===== src/rtl/i2c_xfer_arbiter_if.sv =====
// i2c_xfer_arbiter_if: command/completion bus between the arbiter and the shared I2C master.
interface i2c_xfer_arbiter_if;
   logic       m_ready;
   logic [6:0] m_addr;
   logic       m_rw;
   logic [7:0] m_data_cnt;
   logic       m_done;
   modport master (output m_ready, m_addr, m_rw, m_data_cnt, input m_done);
   modport slave  (input m_ready, m_addr, m_rw, m_data_cnt, output m_done);
endinterface


===== src/rtl/i2c_xfer_arbiter.sv =====
// i2c_xfer_arbiter: round-robin sharing of one I2C master among NREQ requesters.
// Define I2C_ARB_TIMEOUT_EN to build the per-transfer abort timer.
module i2c_xfer_arbiter #(
   parameter int NREQ        = 4,
   parameter int TIMEOUT_CYC = 65535
) (
   input  logic               clk,
   input  logic               rst,
   input  logic [NREQ-1:0]    req,
   input  logic [7*NREQ-1:0]  req_addr,
   input  logic [NREQ-1:0]    req_rw,
   input  logic [8*NREQ-1:0]  req_cnt,
   output logic [NREQ-1:0]    gnt,
   output logic [NREQ-1:0]    done,
   output logic               busy,
   output logic               timeout,
   i2c_xfer_arbiter_if.master m
);
   localparam int W = $clog2(NREQ);
   typedef enum logic [1:0] {IDLE, WAIT_DONE, RELEASE} state_t;
   state_t       state;
   logic [W-1:0] last;
   logic [W-1:0] win;
   logic [6:0]   win_addr;
   logic         win_rw;
   logic [7:0]   win_cnt;
   logic         m_done_q;
   logic         done_rise;
   logic         to_hit;

   if (NREQ < 2 || NREQ > 8 || TIMEOUT_CYC < 1 || TIMEOUT_CYC > 65535) begin : g_bad_param
      $error("i2c_xfer_arbiter: parameter out of range");
   end

   assign done_rise = m.m_done & ~m_done_q;

   // Lowest requester above last wins; otherwise wrap to the lowest requester overall.
   always_comb begin
      win = last;
      for (int i = NREQ - 1; i >= 0; i--) win = req[i] ? W'(i) : win;
      for (int i = NREQ - 1; i >= 0; i--) win = (req[i] && i > int'(last)) ? W'(i) : win;
      win_addr = '0;
      win_rw   = 1'b0;
      win_cnt  = '0;
      for (int i = 0; i < NREQ; i++) begin
         win_addr = (W'(i) == win) ? req_addr[7*i +: 7] : win_addr;
         win_rw   = (W'(i) == win) ? req_rw[i] : win_rw;
         win_cnt  = (W'(i) == win) ? req_cnt[8*i +: 8] : win_cnt;
      end
   end

   always_ff @(posedge clk or negedge rst) begin
      if (!rst) begin
         state        <= IDLE;
         last         <= W'(NREQ - 1);
         gnt          <= '0;
         done         <= '0;
         busy         <= 1'b0;
         m_done_q     <= 1'b0;
         m.m_ready    <= 1'b0;
         m.m_addr     <= '0;
         m.m_rw       <= 1'b0;
         m.m_data_cnt <= '0;
      end else begin
         m_done_q <= m.m_done;
         done     <= '0;
         case (state)
            IDLE: if (|req) begin
               gnt          <= NREQ'(1) << win;
               last         <= win;
               m.m_addr     <= win_addr;
               m.m_rw       <= win_rw;
               m.m_data_cnt <= win_cnt;
               m.m_ready    <= 1'b1;
               busy         <= 1'b1;
               state        <= WAIT_DONE;
            end
            // Drop m_ready on the completion edge so the master, still in STOP, does not restart.
            WAIT_DONE: if (done_rise || to_hit) begin
               m.m_ready <= 1'b0;
               done      <= gnt;
               gnt       <= '0;
               state     <= RELEASE;
            end
            RELEASE: if (!m.m_done) begin
               busy  <= 1'b0;
               state <= IDLE;
            end
            default: state <= IDLE;
         endcase
      end
   end

`ifdef I2C_ARB_TIMEOUT_EN
   logic [15:0] cyc;
   assign to_hit = cyc == 16'(TIMEOUT_CYC - 1);
   always_ff @(posedge clk or negedge rst) begin
      if (!rst) begin
         cyc     <= '0;
         timeout <= 1'b0;
      end else begin
         cyc     <= (state == WAIT_DONE) ? cyc + 16'd1 : '0;
         timeout <= (state == WAIT_DONE) && to_hit && !done_rise;
      end
   end
`else
   assign to_hit  = 1'b0;
   assign timeout = 1'b0;
`endif
endmodule


===== src/flat_wrapper.sv =====
// flat-port wrapper written by rule: the top's interface ports become plain ports
module i2c_xfer_arbiter_flat 
#(
   parameter int NREQ        = 4,
   parameter int TIMEOUT_CYC = 65535
)
  (clk, rst, req, req_addr, req_rw, req_cnt, gnt, done, busy, timeout, m_m_ready, m_m_addr, m_m_rw, m_m_data_cnt, m_m_done);
  i2c_xfer_arbiter_if m_i ();
  input  logic clk;
  input  logic rst;
  input  logic [NREQ-1:0] req;
  input  logic [7*NREQ-1:0] req_addr;
  input  logic [NREQ-1:0] req_rw;
  input  logic [8*NREQ-1:0] req_cnt;
  output logic [NREQ-1:0] gnt;
  output logic [NREQ-1:0] done;
  output logic busy;
  output logic timeout;
  output wire logic [$bits(m_i.m_ready)-1:0] m_m_ready;
  output wire logic [$bits(m_i.m_addr)-1:0] m_m_addr;
  output wire logic [$bits(m_i.m_rw)-1:0] m_m_rw;
  output wire logic [$bits(m_i.m_data_cnt)-1:0] m_m_data_cnt;
  input wire logic [$bits(m_i.m_done)-1:0] m_m_done;
  assign m_m_ready = m_i.m_ready;
  assign m_m_addr = m_i.m_addr;
  assign m_m_rw = m_i.m_rw;
  assign m_m_data_cnt = m_i.m_data_cnt;
  assign m_i.m_done = m_m_done;
  i2c_xfer_arbiter #(.NREQ(NREQ), .TIMEOUT_CYC(TIMEOUT_CYC)) u_core (.clk(clk), .rst(rst), .req(req), .req_addr(req_addr), .req_rw(req_rw), .req_cnt(req_cnt), .gnt(gnt), .done(done), .busy(busy), .timeout(timeout), .m(m_i));
endmodule

===== config.mk =====
export PLATFORM = sky130hd
export DESIGN_NAME = i2c_xfer_arbiter_flat
export DESIGN_NICKNAME = d
export VERILOG_FILES = /design/src/rtl/i2c_xfer_arbiter_if.sv /design/src/rtl/i2c_xfer_arbiter.sv /design/src/flat_wrapper.sv
export SDC_FILE = /design/constraint.sdc
export NUM_CORES = 1
export LEC_CHECK = 0
export ABC_AREA = 1
export CAP_MARGIN = 20
export CORE_ASPECT_RATIO = 1.5
export CORE_MARGIN = 3
export CORE_UTILIZATION = 36
export DETAILED_ROUTE_END_ITERATION = 10
export HOLD_SLACK_MARGIN = 0.03
export PLACE_DENSITY = 0.88
export SYNTH_ARGS = -nofsm -noshare
export SYNTH_HDL_FRONTEND = slang
export SYNTH_SLANG_ARGS = --single-unit

===== constraint.sdc =====
create_clock -name clk -period 1.5 [get_ports clk]
set_input_delay 0.3 -clock clk [delete_from_list [all_inputs] [get_ports clk]]
set_output_delay 0.3 -clock clk [all_outputs]
set_load 0.01 [all_outputs]

---- Word-level counts from Yosys, hierarchy flattened ----
Index checks and enable logic that the tools add are counted.
operators by class
  muxes and demuxes ....................... 33
  divide/modulo/power cells ............... 0
  shift operators ......................... 1
  add/subtract/negate cells ............... 0
  bitwise operators ....................... 2
  magnitude comparators ................... 3
  reductions and logical operators ........ 12
  $mul .................................... 0
  eq/ne operators ......................... 8
operators by type and width
  operator                                                                  count
  8-bit 2-to-1 mux                                                          4
  7-bit 2-to-1 mux                                                          4
  2-bit 2-to-1 mux                                                          10
  4-bit 2-to-1 mux                                                          4
  3-bit AND reduction                                                       3
  4-bit one-hot mux with 2 select lines                                     1
  1-bit 2-to-1 mux                                                          7
  2-bit one-hot mux with 3 select lines                                     1
  2-bit equality test (first input constant)                                2
  2-bit > comparator (first input constant)                                 2
  2-bit logical NOT                                                         2
  2-bit by 1-bit inequality test with 1-bit output (second input constant)  2
  1-bit one-hot mux with 2 select lines                                     2
  2-bit nonzero test                                                        2
  4-bit OR reduction                                                        1
  1-bit by 2-bit left shift with 4-bit output (first input constant)        1
  1-bit logical AND                                                         3
  1-bit by 2-bit equality test with 1-bit output (first input constant)     1
  2-bit by 1-bit equality test with 1-bit output (second input constant)    1
  2-bit equality test (second input constant)                               1
  1-bit by 2-bit > comparator with 1-bit output (first input constant)      1
  2-bit inequality test (second input constant)                             1
  2-bit AND reduction                                                       1
  1-bit AND                                                                 1
  1-bit inverter                                                            1
storage, ports and cells
  word-level logic and storage cells ...... 69
  flip-flop bits (word level) ............. 31
  output and inout bits ................... 27
  latch bits .............................. 0
  bits of input ports ..................... 71
  ROM bits ................................ 0
  RAM bits ................................ 0
  memories kept ........................... 0

---- Longest topological paths before layout ----
  word-level depth ........................ 12
  gate-level depth with buffers ........... 12

---- Least setup slack after synthesis ----
Ideal clock, no wire load.
  path kind ............................... flip-flop to flip-flop
  start point ............................. register u_core.last[1]
  end point ............................... register u_core.m.m_addr[2]
  arrival ................................. 1.475 ns
  path buffers ............................ 1
  path slack .............................. -0.040 ns
  stages on the path, launching flop included .. 12
  library setup time ...................... 0.065 ns
  cell sequence ........................... dfstp_2 inv_1 nand2_2 nand2_1 inv_1 nand2_1 nand2_2 buf_6 nand4_1 nand2_1 nand2_1 nand2_1
on the way
  word-level cells in the longest chain between the ends .. 12
  elaborated cells between the ends (all ways) .. 21
  those cells by class .................... 3 x order compare; 3 x eq/ne; 11 x mux; 4 x reduce/logical
RTL lines
  item                            line                      RTL
  start: declaration              i2c_xfer_arbiter.sv:22    logic [W-1:0] last;
  start signal: assignment        i2c_xfer_arbiter.sv:55    last <= W'(NREQ - 1);
  start signal: assignment        i2c_xfer_arbiter.sv:70    last <= win;
  2-bit 2-to-1 mux (4 in series)  i2c_xfer_arbiter.sv:40    for (int i = NREQ - 1; i >= 0; i--) win = req[i] ? W'(i) : win;
  2-bit 2-to-1 mux (2 in series)  i2c_xfer_arbiter.sv:41    for (int i = NREQ - 1; i >= 0; i--) win = (req[i] && i > int'(last)) ? W'(i) : win;
  2-bit 2-to-1 mux *              i2c_xfer_arbiter.sv:41
  2-bit logical NOT               i2c_xfer_arbiter.sv:46    win_addr = (W'(i) == win) ? req_addr[7*i +: 7] : win_addr;
  7-bit 2-to-1 mux (3 in series)  i2c_xfer_arbiter.sv:46
  7-bit 2-to-1 mux *              i2c_xfer_arbiter.sv:46
  end signal: assignment          i2c_xfer_arbiter.sv:71    m.m_addr <= win_addr;
  end: declaration                i2c_xfer_arbiter_if.sv:8  modport master (output m_ready, m_addr, m_rw, m_data_cnt, input m_done);
Mark *: on every way between the ends. The rest lies on a longest branch, timed or not.
A chain may end at the register's enable or synchronous reset.

---- Worst setup path after layout ----
  start point ............................. register u_core.last[0]
  end point ............................... register u_core.m.m_addr[2]
The elaborated chain is that of the path after synthesis.

==> impl_metrics.csv <==
group,metric,value,unit
power,cellLeakagePower,1.84,nW
cells_and_area,nets,466,
sta,fmax,549,MHz
die,die_area,6190,µm²
critical_path,crit_family,"simple AND/OR/NAND/NOR gates",
critical_path,cp.depth,11,
detailed_routing,ant_nets,0,
synthesis,synth_nets,340,
synthesis,postSynthCellCount,269,
synthesis,synthAdderAreaFrac,0,%
cts,h-tree-depth,2,
critical_path,criticalPathCategory,"flop to flop",
synthesis,muxShareOfSynthArea,0,%
sta,report.final.slew_viol_count,0,
min_path,hold_path.class,"input pin to asynchronous set/reset pin",
critical_path,path_cells,"nand2_2, nand2_4, nand2_4, inv_4, a21boi_4, buf_4, buf_6, nand3_4, nor2_1, nor2_1, nand2_1",
status,outcome,"complete, but fails checks",
sta,rsz0062_at_grt,"true",
cts,cts_buffers,5,
cts,ctsLongestPathBuffers,2,
critical_path,r2r_start,"u_core.last[0]$_DFFE_PN1P_",
synthesis,synth_compound_area_share,9.18,%
critical_path,crit_fanout,6,
sta,skew,0.00764,ns
critical_path,critPathBufInv,3,
place,gp_congestion,0.808,
cts,worstSkewPairLatency,0.29,ns
synthesis,ys_warn_count,0,
cells_and_area,drive_gt1_share,22.0,%
cells_and_area,n_fill_cell,373,
detailed_routing,vias,2447,
cts,clockRootBuffer,"clkbuf_8",
detailed_routing,drc,0,
cells_and_area,num_antenna_cells,0,
die,core,4960,µm²
global_routing,track_usage,21.8,%
detailed_routing,dr.pass1.iters,4,
synthesis,syn_avg_cell_area,7.04,µm²
synthesis,yosysUniqueCellTypes,26,
critical_path,cp-startpoint,"u_core.last[0]$_DFFE_PN1P_",
place,hpwl,4740,µm
synthesis,synthFlopType,"dfrtp_1",
global_routing,grt_first_pass_wirelength,10500,µm
die,ios,98,
sta,min_period,1.82,ns
die,fp.dieH,94.8,µm
cts,cts_tree,"yes",
sta,setup_ws,-0.322,ns
die,start_util,38.2,%
run,drv_cap,0,
place,dpl.cell_count,441,
cells_and_area,layout_commonest_cell,"nand2_1",
cells_and_area,syn_to_final_growth,90.0,%
synthesis,synth_top_family_by_area,"simple AND/OR/NAND/NOR gates",
synthesis,synth_xor_area_share,0,%
global_routing,antenna_found_initial,0,
place,io_buffers,96,
critical_path,endpoint_kind,"flop",
critical_path,rr_worst_depth,11,
status,violations,"negative setup slack",
power,finalPower,6.22,mW
die,rows,31,
synthesis,synth-simple-area-share,39.8,%
cts,clock-sinks,31,
critical_path,startpoint_type,"flop",
critical_path,crit_path_max_incr_delay,0.59,ns
power,powerDensity,1730,nW/µm²
place,post-place-ws,-0.618,ns
synthesis,synth-async-reset-ratio,100,%
cts,path_clk_slew,0.07,ns
synthesis,synth_edf_count,0,
synthesis,ys_seq_area_share,41.1,%
synthesis,synth.ff_latch_count,31,
detailed_routing,drt-total-wl,7640,µm
critical_path,cp.required,1.67,ns
die,die_x,65.2,µm
detailed_routing,drt_iter0_markers,159,
synthesis,syn-cell-area,1890,µm²
sta,final-hold-violation-count,0,
power,vdd_drop_max,0.000840,V
cells_and_area,fin_cells,462,
sta,finalSetupViolCount,21,
critical_path,arrival,1.99,ns
sta,period_share,121,%
detailed_routing,avgViaCountPerCell,5.30,
global_routing,grt_max_degree,32,
global_routing,grt_pass1_vias,2380,
cells_and_area,mostFrequentLayoutCells,"91 x nand2_1, 77 x clkdlybuf4s50_1, 29 x dfrtp_1",
global_routing,overflow,0,
critical_path,slowest_stage,"dfstp_2",
detailed_routing,avgRoutedWirePerCell,16.5,µm
repair_timing:
action | CTS | global route
buffers inserted | 4 | 4
gates cloned | 2 | 3
setup endpoints to repair | 23 | 36
hold buffers | 0 | 0
pin swaps | 13 | 22
resized for setup | 35 | 58
final cells by class:
class / count / area (µm²) / area share [%]
Timing Repair Buffer: 129 / 1320 / 36.7
Clock buffer: 6 / 82.6 / 2.29
Clock inverter: 2 / 35.0 / 0.973
Inverter: 26 / 103 / 2.85
Sequential cell: 31 / 778 / 21.6
Multi-Input combinational cell: 202 / 1200 / 33.3
Tap cell: 66 / 82.6 / 2.29
metal layers:
metal | vias up | share of wire (%) | GRT usage, %
met4 | 0 | 4.2 | 9.86
met1 | 1155 | 33 | 22.4
met5 | - | 0 | 0
li1 | 1126 | - | -
met3 | 32 | 6.9 | 5.71
met2 | 134 | 56 | 40.6
cells by family after synthesis:
family / after synthesis
flops: 31
compound gates: 23
other cells: 1
simple gates: 174
buf+inv: 40
synth_stat cells, types with 2 or more instances:
master    instances  share of area [%]
o211ai_1          5                2.0
nor2_2            2               0.66
buf_4             5                2.0
inv_1            25                5.0
a21oi_1           2               0.53
a21boi_1          3                1.2
o21ai_0           7                1.8
buf_2             7                1.8
nand3_1          19                5.0
nor2_1           23                4.6
nand2_2           3               0.99
dfstp_2           2                2.8
dfrtp_1          29                 38
a21boi_0          2               0.79
nand4_1          22                7.3
nand2_1         103                 20
where the power goes:
group          switching [mW]  total, mW  leakage, nW  internal [mW]
Sequential              0.200       1.39        0.385           1.19
Combinational            2.13       3.98         1.40           1.84
Clock                   0.319      0.856       0.0612          0.537
Total                    2.65       6.22         1.84           3.57
per-stage QoR:
stage	hold slack [ns]	setup TNS [ns]	util [%]	instance area, µm²
floorplan	0.00441	0	-	1910
global placement	0.463	-10.21	61.6	3060
detailed placement	0.489	-11.62	61.6	3060
CTS	0.386	-1.44	67.1	3330
global route	0.404	-5.03	72.5	3600
finish	0.382	-3.41	72.5	3600
path summary, 6_finish.rpt:
check                                                     endpoint  slack [ns]
worst max-delay path                u_core.m.m_addr[2]$_DFFE_PN0P_       -0.32
worst min-delay path            u_core.m.m_data_cnt[4]$_DFFE_PN0P_        0.38
worst max register to register      u_core.m.m_addr[2]$_DFFE_PN0P_       -0.32
worst min register to register             u_core.busy$_DFFE_PN0P_        0.50
max in group asynchronous               u_core.last[1]$_DFFE_PN1P_        0.88
min in group clk                           u_core.busy$_DFFE_PN0P_        0.50
worst register-to-register path, cell delays in order, from the launching register on:
cell and delay (ns):
dfstp_2 0.59, nand2_2 0.09, nand2_4 0.11, nand2_4 0.07
inv_4 0.07, a21boi_4 0.08, buf_4 0.14, buf_6 0.13
nand3_4 0.09, nor2_1 0.06, nor2_1 0.19, nand2_1 0.08
registers in the layout (all words and copies together), names as in the netlist:
signal and count:
u_core.state 2, u_core.last 2, u_core.busy 1, u_core.m_done_q 1, u_core.m.m_ready 1, u_core.m.m_rw 1
u_core.done 4, u_core.gnt 4, u_core.m.m_addr 7, u_core.m.m_data_cnt 8
No activity file was read; power rests on OpenSTA's default activity.
